### src/rtl/kgp_register_file.sv
// KGP_RISC 32x32 architectural register file with r0 hardwired to zero, debug valid mask and saturating write counter.
// Optional same-cycle write forwarding to the read ports is enabled by defining KGP_RF_WRITE_BYPASS_EN.
module kgp_register_file #(
  parameter int DATA_W = 32,
  parameter int ADDR_W = 5,
  parameter int CNT_W  = 16
) (
  input  logic                   clk,
  input  logic                   rst_n,
  input  logic [ADDR_W-1:0]      rsAddr,
  input  logic [ADDR_W-1:0]      rtAddr,
  input  logic [ADDR_W-1:0]      wrAddr,
  input  logic [DATA_W-1:0]      wrData,
  input  logic                   RegWrite,
  output logic [DATA_W-1:0]      rsData,
  output logic [DATA_W-1:0]      rtData,
  output logic [DATA_W-1:0]      ra,
  output logic [2**ADDR_W-1:0]   regValid,
  output logic [CNT_W-1:0]       wrCount
);

  localparam int DEPTH = 2**ADDR_W;
  localparam logic [ADDR_W-1:0] LINK_ADDR = ADDR_W'(DEPTH - 1);

  logic [DATA_W-1:0] regs [DEPTH];
  logic              commit;

  function automatic logic [CNT_W-1:0] satInc(input logic [CNT_W-1:0] cnt);
    return (&cnt) ? cnt : cnt + 1'b1;
  endfunction

  // Writes to r0 are dropped entirely, so they never touch the debug state either.
  assign commit = RegWrite && (wrAddr != '0);

  always_ff @(posedge clk or negedge rst_n) begin
    if (!rst_n) begin
      for (int i = 0; i < DEPTH; i++) regs[i] <= '0;
      regValid <= '0;
      wrCount  <= '0;
    end else if (commit) begin
      regs[wrAddr]     <= wrData;
      regValid[wrAddr] <= 1'b1;
      wrCount          <= satInc(wrCount);
    end
  end

  function automatic logic [DATA_W-1:0] readPort(input logic [ADDR_W-1:0] addr);
    if (addr == '0) return '0;
`ifdef KGP_RF_WRITE_BYPASS_EN
    if (commit && (addr == wrAddr)) return wrData;
`endif
    return regs[addr];
  endfunction

  assign rsData = readPort(rsAddr);
  assign rtData = readPort(rtAddr);
  assign ra     = readPort(LINK_ADDR);

endmodule

### config.mk
export PLATFORM = sky130hd
export DESIGN_NAME = kgp_register_file
export DESIGN_NICKNAME = d
export VERILOG_FILES = /design/src/rtl/kgp_register_file.sv
export SDC_FILE = /design/constraint.sdc
export NUM_CORES = 2
export LEC_CHECK = 0
export BUFFER_PORTS_ARGS = -buffer_cell sky130_fd_sc_hd__buf_2
export CAP_MARGIN = 15
export CORE_MARGIN = 4
export CORE_UTILIZATION = 46
export DETAILED_ROUTE_END_ITERATION = 8
export PLACE_DENSITY = 0.66
export SKIP_LAST_GASP = 1
export SLEW_MARGIN = 20
export SYNTH_ARGS = -nofsm -noshare
export SYNTH_HDL_FRONTEND = slang
export SYNTH_SLANG_ARGS = --single-unit
### constraint.sdc
create_clock -name clk -period 2 [get_ports clk]
set_clock_uncertainty 0.2 [all_clocks]
set_input_delay 0.3 -clock clk [delete_from_list [all_inputs] [get_ports clk]]
set_output_delay 0.3 -clock clk [all_outputs]
set_load 0.05 [all_outputs]
==> metrics.md <==
| Metric | Value |
|---|---|
| Setup_tns | `-53,700 ps` |
| Starting Density | `between 40% and 50%` |
| Overflow after GRT | `0` |
| Outcome | `complete, but fails checks` |
| CTS Buf Count | `119` |
| DR vias | `about 39,000` |
| Critical path arrival | `around 2500 ps` |
| Initial DRC count | `about 3,700` |
| CORE AREA | `between 100,000 and 150,000 sq um` |
| Post-route clock period utilization | `148%` |
| Worst skew pair latency | `710 ps` |
| Initial antenna violation count | `10` |
| Reg2reg start | `wrCount[4]$_DFFE_PN0P_` |
| DR DRC count | `0` |
| Area share of the largest cell type after synthesis | `between 40 and 50%` |
| Top cells by area, synth | `dfrtp_1 (47%), mux2_2 (21%), mux4_2 (18%)` |
| Synth Area per Inst | `around 15 sq um` |
| Leak Pwr | `~32 nW` |
| Buffers on Ports | `between 150 and 200` |
| Highest clock rate | `~340 MHz` |
| Max VDD drop | `a little under 1 mV` |
| Clock root cell | `clkbuf_16` |
| Worst-margin pin slew | `between 700 and 800 ps` |
| Max-slew headroom | `approximately half` |
| Met2 Usage GRT | `between 40% and 50%` |
| Largest net degree at the start of global routing | `80` |
| Failing checks | `negative setup slack` |
| Row count | `~130` |
| Die Width | `roughly 360 um` |
| Seq pwr share | `between 40% and 50%` |
| Area leader, netlist | `dfrtp_1` |
| Synthesis warning total | `0` |
| CP bufs+invs | `2` |
| Max Cap Viol | `0` |
| Final Non-Filler Cells | `about 6,100` |
| Final #Nets | `4,463` |
| CP max-delay cell | `mux4_2` |
| Global-route wire length before repair | `roughly 290,000 um` |
| Number of global-route vias before repair | `41,427` |
| Post-synth EDFFs | `0` |
| Min-delay src | `wrData[20]` |
| Clock-pin slew on the worst setup and hold paths | `60 ps` |
| Die height | `approximately 360 um` |
| Cell Area, Synth | `56,800 sq um` |
| Routability cong. | `roughly 0.9` |
| Routed Antenna Nets | `0` |
| Switching power total | `21.2 mW` |
| Setup CP Type | `reg -> out` |
| Post-synthesis sequential area ratio | `47.2%` |
| Max Slew Vio Count | `0` |
| Syn Inst Count | `roughly 3,800` |
| DIE AREA | `~130,000 sq um` |
| Data required, critical path | `around 1500 ps` |
| Top Usage Layer GRT | `met2` |
| Synth Register Bits | `roughly 1,100` |
| Ys async rst share | `between 90% and 100%` |
| CP top delay family | `multiplexers` |
| Clock power frac | `roughly a third` |
| Crit Path Max Fanout | `2` |
| Share of cells above drive strength 1 | `67.2%` |
| Int Pwr | `49.6 mW` |
| Register area | `approximately 27,000 sq um` |
| RSZ-0062 raised after global routing | `yes` |
| Met1 GRT Util | `41.0%` |
| Worst-case clock buffer depth | `3` |
| GRT Resource Usage Total | `29.8%` |
| Hold WS | `39.2 ps` |
| Syn Nets | `around 3,800` |
| # clock sinks | `around 1,100` |
| Setup violators final | `64` |
| CTS tree | `yes` |
| Crit path from | `regs[516]$_DFFE_PN0P_` |
| Post-synthesis cell type count | `52` |
| IO Count | `roughly 190` |
| Placed Cells | `between 5,000 and 6,000` |
| Worst Hold Class | `in -> reg` |
| H-tree Lvls | `3` |
| Area of the multi-input gates | `between 30,000 and 40,000 sq um` |
| Final Worst Setup Slack | `-955 ps` |
| Area grow syn2layout | `29.2%` |
| CP peak stage delay | `460 ps` |
| Primary FF master, synth | `dfrtp_1` |
| Hold Fails Final Rpt | `0` |
| Detailed Place HPWL | `about 130,000 um` |
| Pwr dens | `963 nW/um^2` |
| DR pass1 iterations | `7` |
| Logic pwr share | `~27%` |
| CP cell instances | `buf_6 > mux4_2 > mux2_4 > o21ai_2 > a311oi_4 > buf_12` |
| Critical Path End Type | `output pin` |
| Fillers | `9,134` |
| WL final | `193,000 um` |
| Post-layout min period | `around 3000 ps` |
| Critical path launch point type | `flop` |
| Wire per inst | `approximately 32 um` |
| Met3 usage | `approximately 5.7%` |
| Sw Share | `between 20% and 30%` |
| Drt via density | `~6.4` |
power by group through the flow:
stage / Combinational (mW) / Sequential (mW) / Clock (mW)
global route: 20.4 / 29.4 / 23.7
detailed placement: 18.2 / 29.1 / 0
global placement: 17.8 / 28.9 / 0
CTS: 19.1 / 28.8 / 22.7
floorplan: 11.8 / 28.9 / 0
finish: 19.4 / 28.9 / 22.4
layer usage:
metal | wire, um | share of wire (%)
met1 | 80400 | 42
met2 | 90700 | 47
met3 | 14200 | 7.4
met4 | 8110 | 4.2
met5 | 13 | 0.0067
registers in the layout (all words and copies together), names as in the netlist:
register  count
regs        992
ra           32
regValid     32
wrCount      16
layout make-up:
| cell class | instances | share of cell area (%) |
|---|---|---|
| Antenna cell | 4 | 0.0136 |
| Clock buffer | 161 | 4.64 |
| Clock inverter | 57 | 0.779 |
| Inverter | 3 | 0.0222 |
| Multi-Input combinational cell | 2248 | 41.4 |
| Sequential cell | 1072 | 36.6 |
| Tap cell | 1625 | 2.77 |
| Timing Repair Buffer | 968 | 13.9 |
cell usage after synthesis (8+ instances only):
master	instances
a22oi_1	64
mux2_2	1049
nand2b_1	17
xnor2_1	11
clkbuf_1	195
buf_4	98
or2_2	17
mux2_1	9
dfrtp_1	1072
nor2_2	10
mux4_2	448
o21ai_1	20
buf_6	31
a211oi_1	64
nor2_4	8
o2111ai_1	19
nor2b_1	68
o21ai_0	91
nand2_1	55
mux2i_1	128
a311oi_1	64
buf_2	138
a221oi_1	46
worst reg2reg max path: stages (launching register included):
cell and delay (ps):
dfrtp_2 430, and4_1 260, nand3_1 200, o31ai_4 310
mux2_2 350
cells by family (layout without fill, tap and decap cells):
family / count (synthesis) / count (layout) / synth area share (%)
AO/OA/AOI/OAI: 380 / 380 / 4.85
XOR/XNOR: 11 / 11 / 0.170
adder cells (fa/ha/maj): 1 / 1 / 0.0220
buffers and inverters: 466 / 1189 / 4.44
flip-flops: 1072 / 1072 / 47.2
multiplexers: 1634 / 1634 / 41.0
other: 0 / 4 / 0
AND/OR/NAND/NOR: 222 / 222 / 2.31
through the flow:
| stage | total power, mW | utilization, % | worst slack [ps] | area (sq um) |
|---|---|---|---|---|
| after global routing | 73.5 | 60.1 | -1010 | 73400 |
| final | 70.7 | 60.1 | -955 | 73400 |
| after global placement | 46.7 | 55.4 | -902 | 67700 |
| after detailed placement | 47.3 | 55.4 | -903 | 67700 |
| after CTS | 70.6 | 59.7 | -1020 | 73000 |
| after floorplan | 40.6 | - | -345 | 58800 |
repair_timing:
action | CTS | global route
buffers inserted | 14 | 8
hold buffers | 12 | 1
resized for setup | 349 | 92
pin swaps | 77 | 48
setup endpoints to repair | 89 | 80
endpoints found under the hold margin | 1229 | 16
path summary, 6_finish.rpt:
| path | to | slack [ps] | depth (start not counted) |
|---|---|---|---|
| max in group asynchronous | ra[26]$_DFFE_PN0P_ | 310 | 5 |
| min in group asynchronous | regs[244]$_DFFE_PN0P_ | 420 | 3 |
| hold / removal | ra[20]$_DFFE_PN0P_ | 40 | 2 |
| hold reg to reg | regValid[0]$_DFFE_PN0N_ | 170 | 0 |
| setup reg to reg | wrCount[1]$_DFFE_PN0P_ | 150 | 4 |
| setup / recovery | rtData[4] | -950 | 6 |
cells in the final DEF (no fill, tap or decap), types with 11 or more instances in the layout:
cell type      instances
dfrtp_1             1058
mux2_2              1007
buf_4                559
mux4_2               448
buf_12               221
mux2i_1              128
clkbuf_16            121
buf_2                 90
buf_6                 77
a311oi_4              64
a211oi_2              52
o21ai_1               48
a22oi_1               42
mux2_4                42
nand2_1               40
o21ai_4               40
a221oi_2              39
nor2b_1               37
clkinv_2              34
clkbuf_8              23
nor2b_4               22
o21ai_2               22
a22oi_2               22
nor2_4                20
or2_2                 18
clkbuf_1              17
nand2_2               15
nand2b_1              15
dfrtp_2               14
dlygate4sd3_1         12
o2111ai_2             11
xnor2_1               11
Power figures use the tool's default switching activity.
